<file path="src/rtl/dash_pkg.sv">
// Shared definitions for the generator scheduler slice.
//   state_t      : scheduler FSM encoding
//   *_DEF        : default sizing used by the scheduler and its picker
package dash_pkg;

  typedef enum logic [1:0] {
    IDLE  = 2'd0,
    CLEAR = 2'd1,
    RUN   = 2'd2,
    DONE  = 2'd3
  } state_t;

  localparam int NREQ_DEF  = 4;
  localparam int LEN_W_DEF = 4;
  localparam int CNT_W_DEF = 8;
  localparam int ID_W_DEF  = 2;

endpackage

</file>
<file path="src/rtl/rr_pick.sv">
// Combinational round-robin picker.
// Searches req starting at index ptr, moving upward and wrapping modulo NREQ,
// and reports the first set bit.
//   req : request vector
//   ptr : highest-priority index for this search
//   win : one-hot winner (all zero when req is empty)
//   id  : binary index of the winner (zero when req is empty)
module rr_pick
  import dash_pkg::*;
#(
  parameter int NREQ = NREQ_DEF,
  parameter int ID_W = ID_W_DEF
) (
  input  logic [NREQ-1:0] req,
  input  logic [ID_W-1:0] ptr,
  output logic [NREQ-1:0] win,
  output logic [ID_W-1:0] id
);

  logic found_s;

  // Rotating priority search: k is the distance from ptr, i the candidate index.
  always_comb begin
    win     = {NREQ{1'b0}};
    id      = {ID_W{1'b0}};
    found_s = 1'b0;
    for (int k = 0; k < NREQ; k++) begin
      for (int i = 0; i < NREQ; i++) begin
        if (!found_s && req[i] && (((int'(ptr) + k) % NREQ) == i)) begin
          found_s = 1'b1;
          win[i]  = 1'b1;
          id      = ID_W'(i);
        end else begin
          found_s = found_s;
        end
      end
    end
  end

endmodule

</file>
<file path="src/rtl/generator_sched.sv">
// Round-robin scheduler sharing one generator counter between NREQ requesters.
// A granted requester gets a burst of LEN consecutive count values, optionally
// preceded by a one-cycle generator clear. Every output is registered.
//   clk, res_n : clock, asynchronous active-low reset
//   req        : per-requester request level (held until own gnt)
//   req_len    : per-requester burst length, slice i at [i*LEN_W +: LEN_W], 0 = 2^LEN_W
//   req_clr    : per-requester "clear generator first" flag
//   gnt        : one-hot grant, held for the whole burst
//   busy       : high whenever the scheduler is not idle
//   gen_res    : generator synchronous clear
//   gen_en     : generator count enable
//   gen_count  : generator count value
//   out_valid, out_data, out_id, out_last : burst data stream to the owner
//   done       : one-cycle completion pulse to the finished requester
module generator_sched
  import dash_pkg::*;
#(
  parameter int NREQ  = NREQ_DEF,
  parameter int LEN_W = LEN_W_DEF,
  parameter int CNT_W = CNT_W_DEF,
  parameter int ID_W  = ID_W_DEF
) (
  input  logic                  clk,
  input  logic                  res_n,
  input  logic [NREQ-1:0]       req,
  input  logic [NREQ*LEN_W-1:0] req_len,
  input  logic [NREQ-1:0]       req_clr,
  output logic [NREQ-1:0]       gnt,
  output logic                  busy,
  output logic                  gen_res,
  output logic                  gen_en,
  input  logic [CNT_W-1:0]      gen_count,
  output logic                  out_valid,
  output logic [CNT_W-1:0]      out_data,
  output logic [ID_W-1:0]       out_id,
  output logic                  out_last,
  output logic [NREQ-1:0]       done
);

  state_t            state_r, state_s;
  logic [NREQ-1:0]   gnt_r, gnt_s;
  logic [NREQ-1:0]   done_r, done_s;
  logic              busy_r, busy_s;
  logic              gen_res_r, gen_res_s;
  logic              gen_en_r, gen_en_s;
  logic              out_valid_r, out_valid_s;
  logic [CNT_W-1:0]  out_data_r, out_data_s;
  logic [ID_W-1:0]   out_id_r, out_id_s;
  logic              out_last_r, out_last_s;
  // One extra bit so a zero length field can stand for 2^LEN_W words.
  logic [LEN_W:0]    rem_r, rem_s;
  logic [ID_W-1:0]   win_r, win_s;
  logic [ID_W-1:0]   ptr_r, ptr_s;

  logic [NREQ-1:0]   pick_win_s;
  logic [ID_W-1:0]   pick_id_s;
  logic [LEN_W-1:0]  sel_len_s;
  logic              sel_clr_s;
  logic [LEN_W:0]    len_ext_s;

  rr_pick #(
    .NREQ (NREQ),
    .ID_W (ID_W)
  ) u_pick (
    .req (req),
    .ptr (ptr_r),
    .win (pick_win_s),
    .id  (pick_id_s)
  );

  // Select the winning requester's length and clear flag; expand length 0 to 2^LEN_W.
  always_comb begin
    sel_len_s = {LEN_W{1'b0}};
    sel_clr_s = 1'b0;
    for (int i = 0; i < NREQ; i++) begin
      if (pick_win_s[i]) begin
        sel_len_s = req_len[i*LEN_W +: LEN_W];
        sel_clr_s = req_clr[i];
      end else begin
        sel_clr_s = sel_clr_s;
      end
    end
    if (sel_len_s == {LEN_W{1'b0}}) begin
      len_ext_s = {1'b1, {LEN_W{1'b0}}};
    end else begin
      len_ext_s = {1'b0, sel_len_s};
    end
  end

  // Next-state and next-output logic; pulses default low, held values default to current.
  always_comb begin
    state_s     = state_r;
    gnt_s       = gnt_r;
    done_s      = {NREQ{1'b0}};
    gen_res_s   = 1'b0;
    gen_en_s    = 1'b0;
    out_valid_s = 1'b0;
    out_last_s  = 1'b0;
    out_data_s  = out_data_r;
    out_id_s    = out_id_r;
    rem_s       = rem_r;
    win_s       = win_r;
    ptr_s       = ptr_r;

    case (state_r)
      IDLE: begin
        if (|req) begin
          win_s = pick_id_s;
          gnt_s = pick_win_s;
          rem_s = len_ext_s;
          if (sel_clr_s) begin
            state_s   = CLEAR;
            gen_res_s = 1'b1;
          end else begin
            state_s  = RUN;
            gen_en_s = 1'b1;
          end
        end else begin
          state_s = IDLE;
        end
      end

      CLEAR: begin
        state_s  = RUN;
        gen_en_s = 1'b1;
      end

      RUN: begin
        // gen_count is still the pre-increment value at this edge.
        out_valid_s = 1'b1;
        out_data_s  = gen_count;
        out_id_s    = win_r;
        rem_s       = rem_r - {{LEN_W{1'b0}}, 1'b1};
        if (rem_r == {{LEN_W{1'b0}}, 1'b1}) begin
          out_last_s = 1'b1;
          state_s    = DONE;
        end else begin
          gen_en_s = 1'b1;
        end
      end

      DONE: begin
        state_s = IDLE;
        done_s  = gnt_r;
        gnt_s   = {NREQ{1'b0}};
        if (win_r == ID_W'(NREQ - 1)) begin
          ptr_s = {ID_W{1'b0}};
        end else begin
          ptr_s = win_r + ID_W'(1'b1);
        end
      end

      default: begin
        state_s = IDLE;
        gnt_s   = {NREQ{1'b0}};
        rem_s   = {(LEN_W+1){1'b0}};
      end
    endcase

    busy_s = (state_s != IDLE);
  end

  // State and registered outputs; reset returns everything to zero and idle.
  always_ff @(posedge clk or negedge res_n) begin
    if (!res_n) begin
      state_r     <= IDLE;
      gnt_r       <= {NREQ{1'b0}};
      done_r      <= {NREQ{1'b0}};
      busy_r      <= 1'b0;
      gen_res_r   <= 1'b0;
      gen_en_r    <= 1'b0;
      out_valid_r <= 1'b0;
      out_data_r  <= {CNT_W{1'b0}};
      out_id_r    <= {ID_W{1'b0}};
      out_last_r  <= 1'b0;
      rem_r       <= {(LEN_W+1){1'b0}};
      win_r       <= {ID_W{1'b0}};
      ptr_r       <= {ID_W{1'b0}};
    end else begin
      state_r     <= state_s;
      gnt_r       <= gnt_s;
      done_r      <= done_s;
      busy_r      <= busy_s;
      gen_res_r   <= gen_res_s;
      gen_en_r    <= gen_en_s;
      out_valid_r <= out_valid_s;
      out_data_r  <= out_data_s;
      out_id_r    <= out_id_s;
      out_last_r  <= out_last_s;
      rem_r       <= rem_s;
      win_r       <= win_s;
      ptr_r       <= ptr_s;
    end
  end

  assign gnt       = gnt_r;
  assign done      = done_r;
  assign busy      = busy_r;
  assign gen_res   = gen_res_r;
  assign gen_en    = gen_en_r;
  assign out_valid = out_valid_r;
  assign out_data  = out_data_r;
  assign out_id    = out_id_r;
  assign out_last  = out_last_r;

endmodule

</file>
<file path="config.mk">
export PLATFORM = sky130hd
export DESIGN_NAME = generator_sched
export DESIGN_NICKNAME = d
export VERILOG_FILES = /design/src/rtl/dash_pkg.sv /design/src/rtl/rr_pick.sv /design/src/rtl/generator_sched.sv
export SDC_FILE = /design/constraint.sdc
export NUM_CORES = 1
export LEC_CHECK = 0
export ABC_AREA = 1
export CORE_ASPECT_RATIO = 1.25
export CORE_UTILIZATION = 50
export CTS_BUF_LIST = sky130_fd_sc_hd__clkbuf_8
export CTS_CLUSTER_DIAMETER = 50
export DETAILED_ROUTE_END_ITERATION = 8
export GPL_TIMING_DRIVEN = 0
export PLACE_DENSITY = 0.83
export SLEW_MARGIN = 15
export SYNTH_ARGS = -nofsm -noshare
export SYNTH_HDL_FRONTEND = slang
export SYNTH_SLANG_ARGS = --single-unit
</file>
<file path="constraint.sdc">
create_clock -name clk -period 2.8 [get_ports clk]
set_input_delay 0.56 -clock clk [delete_from_list [all_inputs] [get_ports clk]]
set_output_delay 0.56 -clock clk [all_outputs]
set_load 0.02 [all_outputs]
</file>
==> results summary <==
The run finished with clean final reports. The area of the die is 4330 µm². Yosys printed 0 warnings. Setup violations remaining at the end of the flow were counted as 0.

The maximum fanout along the worst path came out at 6. The number of hold buffers added after cts came out at 0. TritonCTS built the clock tree. The average instance in the mapped netlist occupies around 7.5 µm². The maximum clock frequency is just under 0.4 GHz. Counting every instance in the synthesized netlist gives approximately 270. Clock tree synthesis selected as its root buffer the cell clkbuf_8. The fraction of the mapped netlist area in simple logic gates came out at 0.358.

The final hold violation count came out at 0. The final standard cell count with taps included and fillers excluded came out at 392. The total wire length is ~4700 µm.

The number of nets still failing antenna checks after routing came out at 0. The final setup TNS is 0 ns. The detailed router's first-iteration violation count is 65. During I/O placement, the number of pins put on the boundary was 57.

Entering global routing, the biggest net connects 35 pins. The effective utilization at floorplan came out at 0.529. The post-route standard cell area excluding fillers came out at about 2800 µm². The library cell used most frequently in the layout, excluding fill and tap cells, is nand2_1. The total overflow reported by the global router came out at 0. The half-perimeter wire length after placement is about 3600 µm.

Clock skew on the completed layout was measured at around 0.0084 ns. The total standard cell area after synthesis came out at about 2000 µm². The share of layout cells above drive strength 1 is 0.109. The fill cell instance count of the final layout came out at about 300. Including well taps, the total number of placed cells is between 300 and 400. Of the total synthesized cell area, the portion taken by full adders, half adders and majority gates is 0.0430. The first global-routing pass estimated between 8000 and 9000 µm of wire. The register area is between 800 and 900 µm².

At the later pin of the worst-skew pair, clock insertion delay measures 0.28 ns. The class of the tightest hold or removal check is input port to async pin. The critical path class is input port to flip-flop.

In the layout the commonest cells are 77 x nand2_1, 52 x clkdlybuf4s50_1, 41 x inv_1, 34 x dfrtp_1, 24 x nor2_1. The multiplexer fraction of the synthesized cell area is 0. The die outline height came out at 73.4 µm.

The areal power density over the cells came out at ~1100 nW/µm². The area occupied by multi-input gates is 1010 µm². The total number of clock tree sinks came out at 34. The number of maximum-capacitance constraint violations is 0. For this block, the via count after detailed routing is approximately 2000. The worst endpoint data arrival time came out at roughly 2.8 ns. The mean number of vias per cell came out at just over 5. The largest family of logic cells by synthesized area is simple AND/OR/NAND/NOR gates. The number of levels in the clock H-tree came out at 2.

Counting every net in the synthesized netlist gives between 300 and 400. The fraction of the core area covered by cells at the end of the flow came out at 0.736. In this run the static leakage power is approximately 1.4 nW.

Setup repair after global routing left no endpoint under its margin. The synthesis-to-finish area growth is 39.1%. Across every metal layer, demand over resource in global routing totals 0.245. The maximum vdd ir drop is about 0.00049 V.

The mean routed wirelength per cell is ~12 µm. In this run the standard cell core region covers roughly 3800 µm². The initial antenna violation count is 0. The floorplan step set the die width to just under 60 µm. The CTS clock-pin slew for the worst setup and hold paths is around 0.07 ns. The time the worst path needs with I/O delays and setup came out at 2.58 ns. The total placed instance area is about 2700 µm². The maximum buffer depth of the clock tree came out at 2. The area fraction in compound gates after synthesis came out at 0.0872. Buffers placed on the I/O ports in this run total between 50 and 60.

The post-detailed-route DRC marker count came out at 0. The synthesized design contains 34 register bits. The nature of the critical path endpoint is a flip-flop.

Headroom to the max-slew limit came out at 0.511. The via count of the first global-routing pass came out at around 1900. The portion of the clock cycle consumed by the worst path in the final layout is 0.921.

The xor-xnor portion of the synthesized cell area came out at 0. The weighted congestion at the end of routability-driven global placement came out at around 0.89. The transition time of the tightest slew-check pin came out at between 0.7 and 0.8 ns. The required arrival time at the worst endpoint is a little under 3 ns.

The antenna diode count is 0. For this run, the detailed router's first-pass iteration total came to 4. STA classifies the critical path startpoint as an input port.

In this run, distinct cell masters in the synthesized netlist total 31. The number of nets in the final layout came out at 378. The cell row count is 25. The number of max-slew violations in the final report is 0. TritonCTS created 5 clock buffers. The sequential share of the synthesized area is 0.418.
-- synth_stat cells --
cell type,count,area (µm²)
nand2_1,78,293
inv_1,41,154
dfrtp_1,34,851
nor2_1,24,90.1
nand3_1,11,55.1
o21ai_0,10,50.1
a21oi_1,9,45.0
ha_1,7,87.6
nand4_1,7,43.8
nand2_2,6,37.5
nor3_1,5,25.0
inv_2,4,15.0
nand3_2,4,40.0
clkbuf_1,3,11.3
nor2_4,3,33.8
o21ai_1,3,15.0
o22ai_1,3,18.8
a32oi_1,2,17.5
clkinv_1,2,7.51
nand3b_1,2,15.0
nand4_4,2,42.5
nor2_2,2,12.5
nor4_1,2,12.5
a21boi_0,1,7.51
a21oi_2,1,8.76
a22oi_1,1,7.51
buf_1,1,3.75
nand4_2,1,12.5
nor3b_1,1,7.51
o31ai_1,1,7.51
or2_4,1,8.76
-- routing by layer --
layer	part of all wire	wire length, µm	track usage
met5	0	0	0
met4	0.028	135	0.111
met3	0.052	245	0.0458
met2	0.51	2410	0.439
met1	0.41	1950	0.277
-- through the flow --
stage	setup slack (ns)	total power (W)	hold slack, ns
2_1_floorplan	0.646	0.00207	0.264
4_1_cts	0.00457	0.00320	0.353
6_report	0.222	0.00322	0.336
3_3_place_gp	-0.249	0.00260	0.454
5_1_grt	0.0579	0.00352	0.397
3_5_place_dp	-0.256	0.00264	0.458
-- final timing paths --
| kind | start | to | slack, ns | cells past startpoint |
|---|---|---|---|---|
| worst max-delay path | req[3] | busy$_DFF_PN0_ | 0.22 | 17 |
| worst min-delay path | res_n | gnt[0]$_DFFE_PN0P_ | 0.34 | 1 |
| worst max register to register | ptr_r[1]$_DFFE_PN0P_ | busy$_DFF_PN0_ | 0.34 | 16 |
| worst min register to register | out_data[5]$_DFFE_PN0P_ | out_data[5]$_DFFE_PN0P_ | 0.47 | 2 |
| max in group asynchronous | res_n | out_data[5]$_DFFE_PN0P_ | 2.00 | 1 |
| min in group clk | out_data[5]$_DFFE_PN0P_ | out_data[5]$_DFFE_PN0P_ | 0.47 | 2 |
-- cell type report --
cell class,instances,area share
clock buffers,5,0.0243
multi-input cells,187,0.356
inverters,47,0.0623
plain buffers,4,0.00530
flip-flops and latches,34,0.300
repair buffers,58,0.204
well taps,54,0.0239
clock inverters,3,0.0243
-- registers in the layout, indices dropped and copies added (netlist names) --
register   flops
out_data       8
out_id         2
done           4
win_r          2
ptr_r          2
gnt            4
state_r        2
out_valid      1
busy           1
gen_en         1
gen_res        1
rem_r          5
out_last       1
-- cell families after synthesis --
family	Yosys count
and+or+nand+nor	149
DFF	34
buffers and inverters	51
adders and majority gates	7
AOI/OAI and AO/OA	31
-- worst max-delay path, stage by stage --
cell and delay [ns]:
clkdlybuf4s50_1 0.42, inv_1 0.17, nor2_4 0.09, nor2_4 0.14
nand4_4 0.11, nor2_4 0.15, nand4_4 0.11, nor2_4 0.13
nand2_1 0.08, nand2_2 0.15, nand2_1 0.07, nand2_1 0.06
o21ai_1 0.08, nand3_2 0.09, nand2_2 0.06, a21oi_1 0.20
nand2_1 0.07
-- power breakdown --
group	switching (W)	leakage, nW	internal, W
Clock	0.000178	0.0683	0.000357
Combinational	0.00112	0.941	0.000722
Sequential	0.000136	0.427	0.000706
-- repair_timing --
item                                    in CTS  in global routing
resized for setup                            0                  6
buffers inserted                             0                  2
endpoints found under the setup margin       0                  6
Note: power is estimated with default switching activity, not from simulation.
